## src/rtl/pi_loop_ctrl.sv

```systemverilog
// PI controller for the dither lock loop: each demodulated error sample runs
// through a five-state pipeline (latch, shift gains, integrate, sum, clamp out).
module pi_loop_ctrl #(
  parameter int SHIFT_W = 5
) (
  input  logic                i_clk,
  input  logic                i_rst,
  input  logic                i_trig,
  input  logic signed [31:0]  i_err,
  input  logic                i_loop_en,
  input  logic [SHIFT_W-1:0]  i_kp_shift,
  input  logic [SHIFT_W-1:0]  i_ki_shift,
  input  logic [31:0]         i_int_limit,
  input  logic [31:0]         i_out_limit,
  output logic signed [31:0]  o_ctrl,
  output logic                o_valid,
  output logic                o_busy,
  output logic                o_int_sat,
  output logic                o_out_sat,
  output logic                o_ovf,
  output logic [2:0]          o_state
);

  typedef enum logic [2:0] {
    S_IDLE  = 3'd0,
    S_CALC  = 3'd1,
    S_INTEG = 3'd2,
    S_SUM   = 3'd3,
    S_OUT   = 3'd4
  } state_t;

  state_t              state;
  logic signed [31:0]  err_q;
  logic signed [31:0]  p_q;
  logic signed [31:0]  step_q;
  logic signed [31:0]  integ_q;
  logic signed [32:0]  sum_q;

  // Shifts of 31 or more saturate to the sign fill (0 or -1).
  function automatic logic signed [31:0] sra(input logic signed [31:0] v,
                                             input logic [SHIFT_W-1:0] sh);
    logic [31:0] sh32;
    sh32 = 32'(sh);
    if (sh32 >= 32'd31) return v >>> 31;
    else                return v >>> sh32[4:0];
  endfunction

  // Limits are magnitudes up to 2^31-1, so -limit always fits in 32 bits.
  logic signed [32:0] int_hi, int_lo, int_sum, int_clamped;
  logic signed [32:0] out_hi, out_lo, out_clamped;
  logic               int_clip, out_clip;
  logic               unused_lim_msb;

  assign unused_lim_msb = i_int_limit[31] ^ i_out_limit[31];

  always_comb begin
    int_hi  = {2'b00, i_int_limit[30:0]};
    int_lo  = -int_hi;
    int_sum = {integ_q[31], integ_q} + {step_q[31], step_q};
    int_clip    = 1'b0;
    int_clamped = int_sum;
    if (int_sum > int_hi) begin
      int_clamped = int_hi;
      int_clip    = 1'b1;
    end else if (int_sum < int_lo) begin
      int_clamped = int_lo;
      int_clip    = 1'b1;
    end

    out_hi = {2'b00, i_out_limit[30:0]};
    out_lo = -out_hi;
    out_clip    = 1'b0;
    out_clamped = sum_q;
    if (sum_q > out_hi) begin
      out_clamped = out_hi;
      out_clip    = 1'b1;
    end else if (sum_q < out_lo) begin
      out_clamped = out_lo;
      out_clip    = 1'b1;
    end
  end

  always_ff @(posedge i_clk or posedge i_rst) begin
    if (i_rst) begin
      state     <= S_IDLE;
      err_q     <= '0;
      p_q       <= '0;
      step_q    <= '0;
      integ_q   <= '0;
      sum_q     <= '0;
      o_ctrl    <= '0;
      o_valid   <= 1'b0;
      o_int_sat <= 1'b0;
      o_out_sat <= 1'b0;
      o_ovf     <= 1'b0;
    end else if (!i_loop_en) begin
      // Opening the loop abandons any sample in flight and zeroes the output.
      state     <= S_IDLE;
      integ_q   <= '0;
      o_ctrl    <= '0;
      o_valid   <= 1'b0;
      o_int_sat <= 1'b0;
      o_out_sat <= 1'b0;
      o_ovf     <= 1'b0;
    end else begin
      o_valid <= 1'b0;
      if (i_trig && state != S_IDLE) o_ovf <= 1'b1;
      case (state)
        S_IDLE: begin
          if (i_trig) begin
            err_q <= i_err;
            state <= S_CALC;
          end
        end
        S_CALC: begin
          p_q    <= sra(err_q, i_kp_shift);
          step_q <= sra(err_q, i_ki_shift);
          state  <= S_INTEG;
        end
        S_INTEG: begin
          integ_q   <= int_clamped[31:0];
          o_int_sat <= int_clip;
          state     <= S_SUM;
        end
        S_SUM: begin
          sum_q <= {p_q[31], p_q} + {integ_q[31], integ_q};
          state <= S_OUT;
        end
        S_OUT: begin
          o_ctrl    <= out_clamped[31:0];
          o_out_sat <= out_clip;
          o_valid   <= 1'b1;
          state     <= S_IDLE;
        end
        default: state <= S_IDLE;
      endcase
    end
  end

  assign o_busy  = (state != S_IDLE);
  assign o_state = state;

endmodule

```

## config.mk

```make
export PLATFORM = sky130hd
export DESIGN_NAME = pi_loop_ctrl
export DESIGN_NICKNAME = d
export VERILOG_FILES = /design/src/rtl/pi_loop_ctrl.sv
export SDC_FILE = /design/constraint.sdc
export NUM_CORES = 1
export LEC_CHECK = 0
export CAP_MARGIN = 0
export CELL_PAD_IN_SITES_DETAIL_PLACEMENT = 1
export CELL_PAD_IN_SITES_GLOBAL_PLACEMENT = 1
export CORE_ASPECT_RATIO = 0.75
export CORE_MARGIN = 1
export CORE_UTILIZATION = 45
export CTS_CLUSTER_DIAMETER = 60
export CTS_CLUSTER_SIZE = 28
export DETAILED_ROUTE_END_ITERATION = 8
export PLACE_DENSITY_LB_ADDON = 0.1
export SKIP_LAST_GASP = 1
export SLEW_MARGIN = 20
export SYNTH_ARGS = -nofsm -noshare
export SYNTH_HDL_FRONTEND = slang
export SYNTH_SLANG_ARGS = --single-unit
```

## constraint.sdc

```tcl
create_clock -name i_clk -period 9.45 [get_ports i_clk]
set_input_delay 1.89 -clock i_clk [delete_from_list [all_inputs] [get_ports i_clk]]
set_output_delay 1.89 -clock i_clk [all_outputs]
set_load 0.02 [all_outputs]
```

After elaboration in Yosys (flattened, before gate mapping)
Cells that the tools add are included.
- add/sub/neg operators: 4
- magnitude comparators: 6
- equality and inequality tests: 8
- shift operators: 2
- multiplexer cells: 25
- reductions and logical operators: 6
- operators by type and width (operator ; number):
    2-to-1 mux 32 bit ; 10
    adder 32 x 32 -> 33 bit ; 2
    greater-than comparator 33 x 32 -> 1 bit ; 2
    less-than comparator 33 bit ; 2
    negation 31 -> 33 bit ; 2
    >>> shifter 32 x 5 -> 32 bit ; 2
    2-to-1 mux 1 bit ; 12
    one-hot mux 3 bit (4 select lines) ; 1
    greater-or-equal comparator 5 bit (second input constant) ; 2
    == test 3 x 2 -> 1 bit (second input constant) ; 2
    2-to-1 mux 3 bit ; 2
    != test 2 x 1 -> 1 bit (second input constant) ; 3
    AND reduction 2 bit ; 2
    == test 3 x 1 -> 1 bit (second input constant) ; 1
    == test 3 bit (second input constant) ; 1
    logical NOT 3 bit ; 1
    != test 3 bit (second input constant) ; 1
    AND reduction 3 bit ; 1
    nonzero test 3 bit ; 1
    logical AND 1 bit ; 1
- register bits: 200
- input port bits: 110
- output and inout port bits: 40
- logic and storage cells: 62

Longest topological paths before layout
- word-level depth: 6
- mapped depth: 24
- mapped depth without buffers: 22

Worst setup path after synthesis
No wires, ideal clock.
- path type: in2reg
- from: input i_out_limit[4]
- to: register o_ctrl[23]
- setup time: 0.083 ns
- data arrival time: 6.476 ns
- data required time: 9.367 ns
- setup slack: 2.892 ns
- stages: 18
- buffers on the path: 3
- cells stage by stage: nor3_1 nand4_1 or4_1 or2_2 nand2b_1 buf_2 or4_1 xnor2_1 ha_1 a21oi_1 nor2b_1 o21a_1 o21a_1 o41ai_1 clkbuf_1 clkbuf_1 mux2_2 o21ai_0
- longest elaborated chain between the ends: 6
- elaborated cells between the ends (all ways): 7
- classes of those cells: add/sub: 1; order compare: 2; mux: 4
- ends and longest elaborated chain (element ; line ; source):
    from (decl) ; 14 ; input logic [31:0] i_out_limit,
    negation 31 -> 33 bit ; 71 ; out_lo = -out_hi;
    less-than comparator 33 bit ; 77 ; end else if (sum_q < out_lo) begin
    2-to-1 mux 32 bit ; 77 ;
    2-to-1 mux 32 bit * ; 74 ; if (sum_q > out_hi) begin
    2-to-1 mux 32 bit * ; 108 ; case (state)
    2-to-1 mux 32 bit * ; 96 ; end else if (!i_loop_en) begin
    to (signal assigned) ; 130 ; o_ctrl <= out_clamped[31:0];
    to (decl) ; 15 ; output logic signed [31:0] o_ctrl,
Mark *: on every way between the ends. The rest lies on a longest branch, timed or not. The select of a mux whose other input is x is not followed.
A chain may end at the register's enable or synchronous reset.

Worst setup path after layout
- from: input i_out_limit[2]
- to: register o_ctrl[3]
The elaborated chain is that of the path after synthesis.

==> reports/qor.txt <==
routed vias/inst -> 6.11
CP delay by family, top -> simple AND/OR/NAND/NOR gates
first-pass GRT wire length -> 100,000 um
core box area -> 0.0408 mm2
# hold bufs at CTS -> 0
slowest cell delay on critical path -> 630 ps
CTS Buf Count -> 17
power density cells -> 244 mW/mm2
met2 wire len -> 27,500 um
CTS root buffer -> clkbuf_16
initial DRC count -> 1,193
largest family of logic cells by synthesized area -> compound AO/OA/AOI/OAI gates
pin count of the biggest net entering global routing -> 131
worst-skew pair later-pin latency -> 470 ps
port bufs -> 147
Net Count, Synth -> 2,534
die width -> 237 um
relative slew slack -> 21.3%
Setup Viol. Count Final -> 0
Clock Tree Buf Depth -> 2
mux contribution to synthesized area -> 10.7%
post-CTS setup buffer count -> 0
nets -> 2,607
Core Util, Final -> 51.7%
peak supply drop -> 0.000149 V
worst path cell trace -> clkdlybuf4s50_1 -> nor3_1 -> nand4_1 -> or4_1 -> or2_2 -> nand2b_1 -> or4_1 -> xnor2_1 -> ha_1 -> a21oi_1 -> nor2b_1 -> o21a_1 -> o21a_1 -> o41ai_2 -> buf_4 -> mux2_2 -> a21oi_1 -> a21o_1
Post-Layout Cell Count -> 2,846
number of max-cap violations -> 0
vias in the first global route -> 17,537
status -> finished, final reports clean
post_cts resized -> 0
Post-synth EDFFs -> 0
TritonCTS clock tree -> done
fin crit share -> 80.8%
die height -> 178 um
Initial Util -> 45.7%
final worst slack -> 1810 ps
Synth Area in Adders -> 13.0%
I/O pin cnt -> 150
endpoint class of the critical path -> flop
global route overflow -> 0
Yosys top cell by area -> dfrtp_1
Final Hold Fails -> 0
most frequent cells in the layout -> nand2_1 (250), dfrtp_1 (199), o21ai_0 (192)
crit path kind -> in -> reg
Vias -> 17,402
Post-Synth XOR/XNOR Area -> 5.12%
Filler cells -> 4,864
fmax -> 131 MHz
CP Launch Type -> input port
top sig layer -> met4
Post-Place Setup Slack -> 1460 ps
Simple-Gate Fraction of Synth Area -> 15.8%
Final Critical Period -> 7640 ps
Unique masters post-synth -> 73
row cnt -> 64
Synth async-reset ratio -> 100%
n_diodes -> 0
Finished Cell Area -> 0.0211 mm2
Syn Std Cell Area -> 0.0187 mm2
# DRC -> 0
hpwl dp -> 50,500 um
placed cells -> 2,814
clock transition at the registers of the reported paths -> 90 ps
Worst Path Required -> 9860 ps
top cells by area in the synthesized netlist -> dfrtp_1 (27%), ha_1 (13%), o21ai_0 (5.2%)
RSZ-0062 raised after global routing -> no
Hold WS -> 484 ps
TNS Setup -> 0 ps
average wire per standard cell -> 22.2 um
GRT Total Usage -> 30.3%
Final Wtd Congestion -> 0.917
leakage dissipation -> 9.58 nW
Final Max Slew Viols -> 0
met3 WL -> 3020 um
share of layout cells above drive strength 1 -> 7.68%
Mapped Cells -> 2,232
Clock Skew -> 12.3 ps
CP bufs+invs -> 2
CTS sink count -> 199
Ys Warns -> 0
area delta synth->final -> 13.1%
measured slew at the worst slew-check pin -> 1170 ps
Yosys reg bits -> 199
TritonRoute pass-1 iters -> 5
sequential area share after synthesis -> 26.7%
Synth Area in Compound Gates -> 23.5%
antenna violations before repair -> 1
worst min path class -> reg -> reg
DP Area -> 0.0205 mm2
CTS H-Tree Depth -> 4
final wirelength -> 63,100 um
area share of the largest cell type after synthesis -> 26.7%
die area -> 0.0423 mm2
CP max stage cell -> or4_1
crit path DAT -> 8050 ps
ys flop type -> dfrtp_1
final antenna-violating net count -> 0
Post-Syn Area per Cell -> 8.36 um2
commonest non-fill, non-tap cell in the layout -> nand2_1
crit-path max FO -> 34
Tot Pwr -> 5.15 mW
Routed met1 length -> 31,200 um
## registers in the layout, summed over array words and instances, names as in the netlist
| name | count |
|---|---|
| err_q | 32 |
| integ_q | 32 |
| o_ctrl | 32 |
| o_int_sat | 1 |
| o_out_sat | 1 |
| o_ovf | 1 |
| o_state | 3 |
| o_valid | 1 |
| p_q | 32 |
| step_q | 31 |
| sum_q | 33 |
## power by group
group | switching [mW] | leakage [nW] | total (mW) | internal (mW)
sequential | 0.315 | 2.54 | 1.40 | 1.08
clock | 0.414 | 0.286 | 0.772 | 0.357
combinational | 1.76 | 6.75 | 2.99 | 1.22
total | 2.49 | 9.58 | 5.15 | 2.66
## synth_stat cells (12+ instances only)
cell type	number
a21oi_1	154
clkbuf_1	102
o21ai_0	192
nor3_1	41
o21ai_1	30
a21o_1	71
a211oi_1	25
a211o_1	12
dfrtp_1	199
nor2_1	130
a22oi_1	45
nand2b_1	15
o21bai_1	14
mux4_2	29
nand3_1	46
xor2_1	22
inv_1	125
nand4_1	34
xnor2_1	87
mux2i_1	59
nor2b_1	27
ha_1	190
mux2_2	67
o211ai_1	29
nand2_1	250
a31oi_1	30
and2_1	16
o21a_1	33
## layout make-up
class                      count  area (um2)  area share [%]
clock buffer                  18         429            2.03
clock inverter                14         150           0.711
inverter                     130         495            2.35
multi-input combinational   1788       12800            60.5
sequential                   199        4980            23.6
tap                          528         661            3.13
timing repair buffer         169        1630            7.71
## worst paths after layout
path                           startpoint           to  slack (ps)  cells past startpoint
max                        i_out_limit[2]    o_ctrl[3]        1810                     18
min                            o_ctrl[12]   o_ctrl[12]         480                      1
max reg2reg                    integ_q[1]  integ_q[26]        2360                     21
min reg2reg                    o_ctrl[12]   o_ctrl[12]         480                      1
max in group asynchronous           i_rst       p_q[5]        5830                      3
min in group asynchronous           i_rst    o_ctrl[1]        2050                      2
## worst register-to-register path, stage by stage (launching register included)
cell	delay, ps
dfrtp_1	580
ha_1	330
a211oi_1	330
o21a_1	300
nor3_1	140
or3_1	360
a31oi_1	330
o21ai_0	250
a221oi_1	420
xnor2_1	220
ha_1	370
nand2_1	90
nor4_1	730
nand2_1	140
a21oi_1	290
o21ai_0	260
and2_1	240
a211o_1	280
buf_4	200
nor2_2	820
a22o_1	260
a211o_1	100
## logic make-up (layout without fill, tap and decap cells)
| family | Yosys count | count (layout) |
|---|---|---|
| compound gates | 703 | 703 |
| flops | 199 | 199 |
| mux | 155 | 155 |
| buf+inv | 245 | 331 |
| fa+ha+maj | 193 | 193 |
| simple gates | 628 | 628 |
| xor+xnor | 109 | 109 |
## layer usage
metal  global-route usage, %  up-vias
met3                    4.46       57
met4                    7.93        0
met1                    44.4     8704
met2                    46.5      358
met5                       0        -
li1                        -     8283
(Power assumes the default switching activity.)
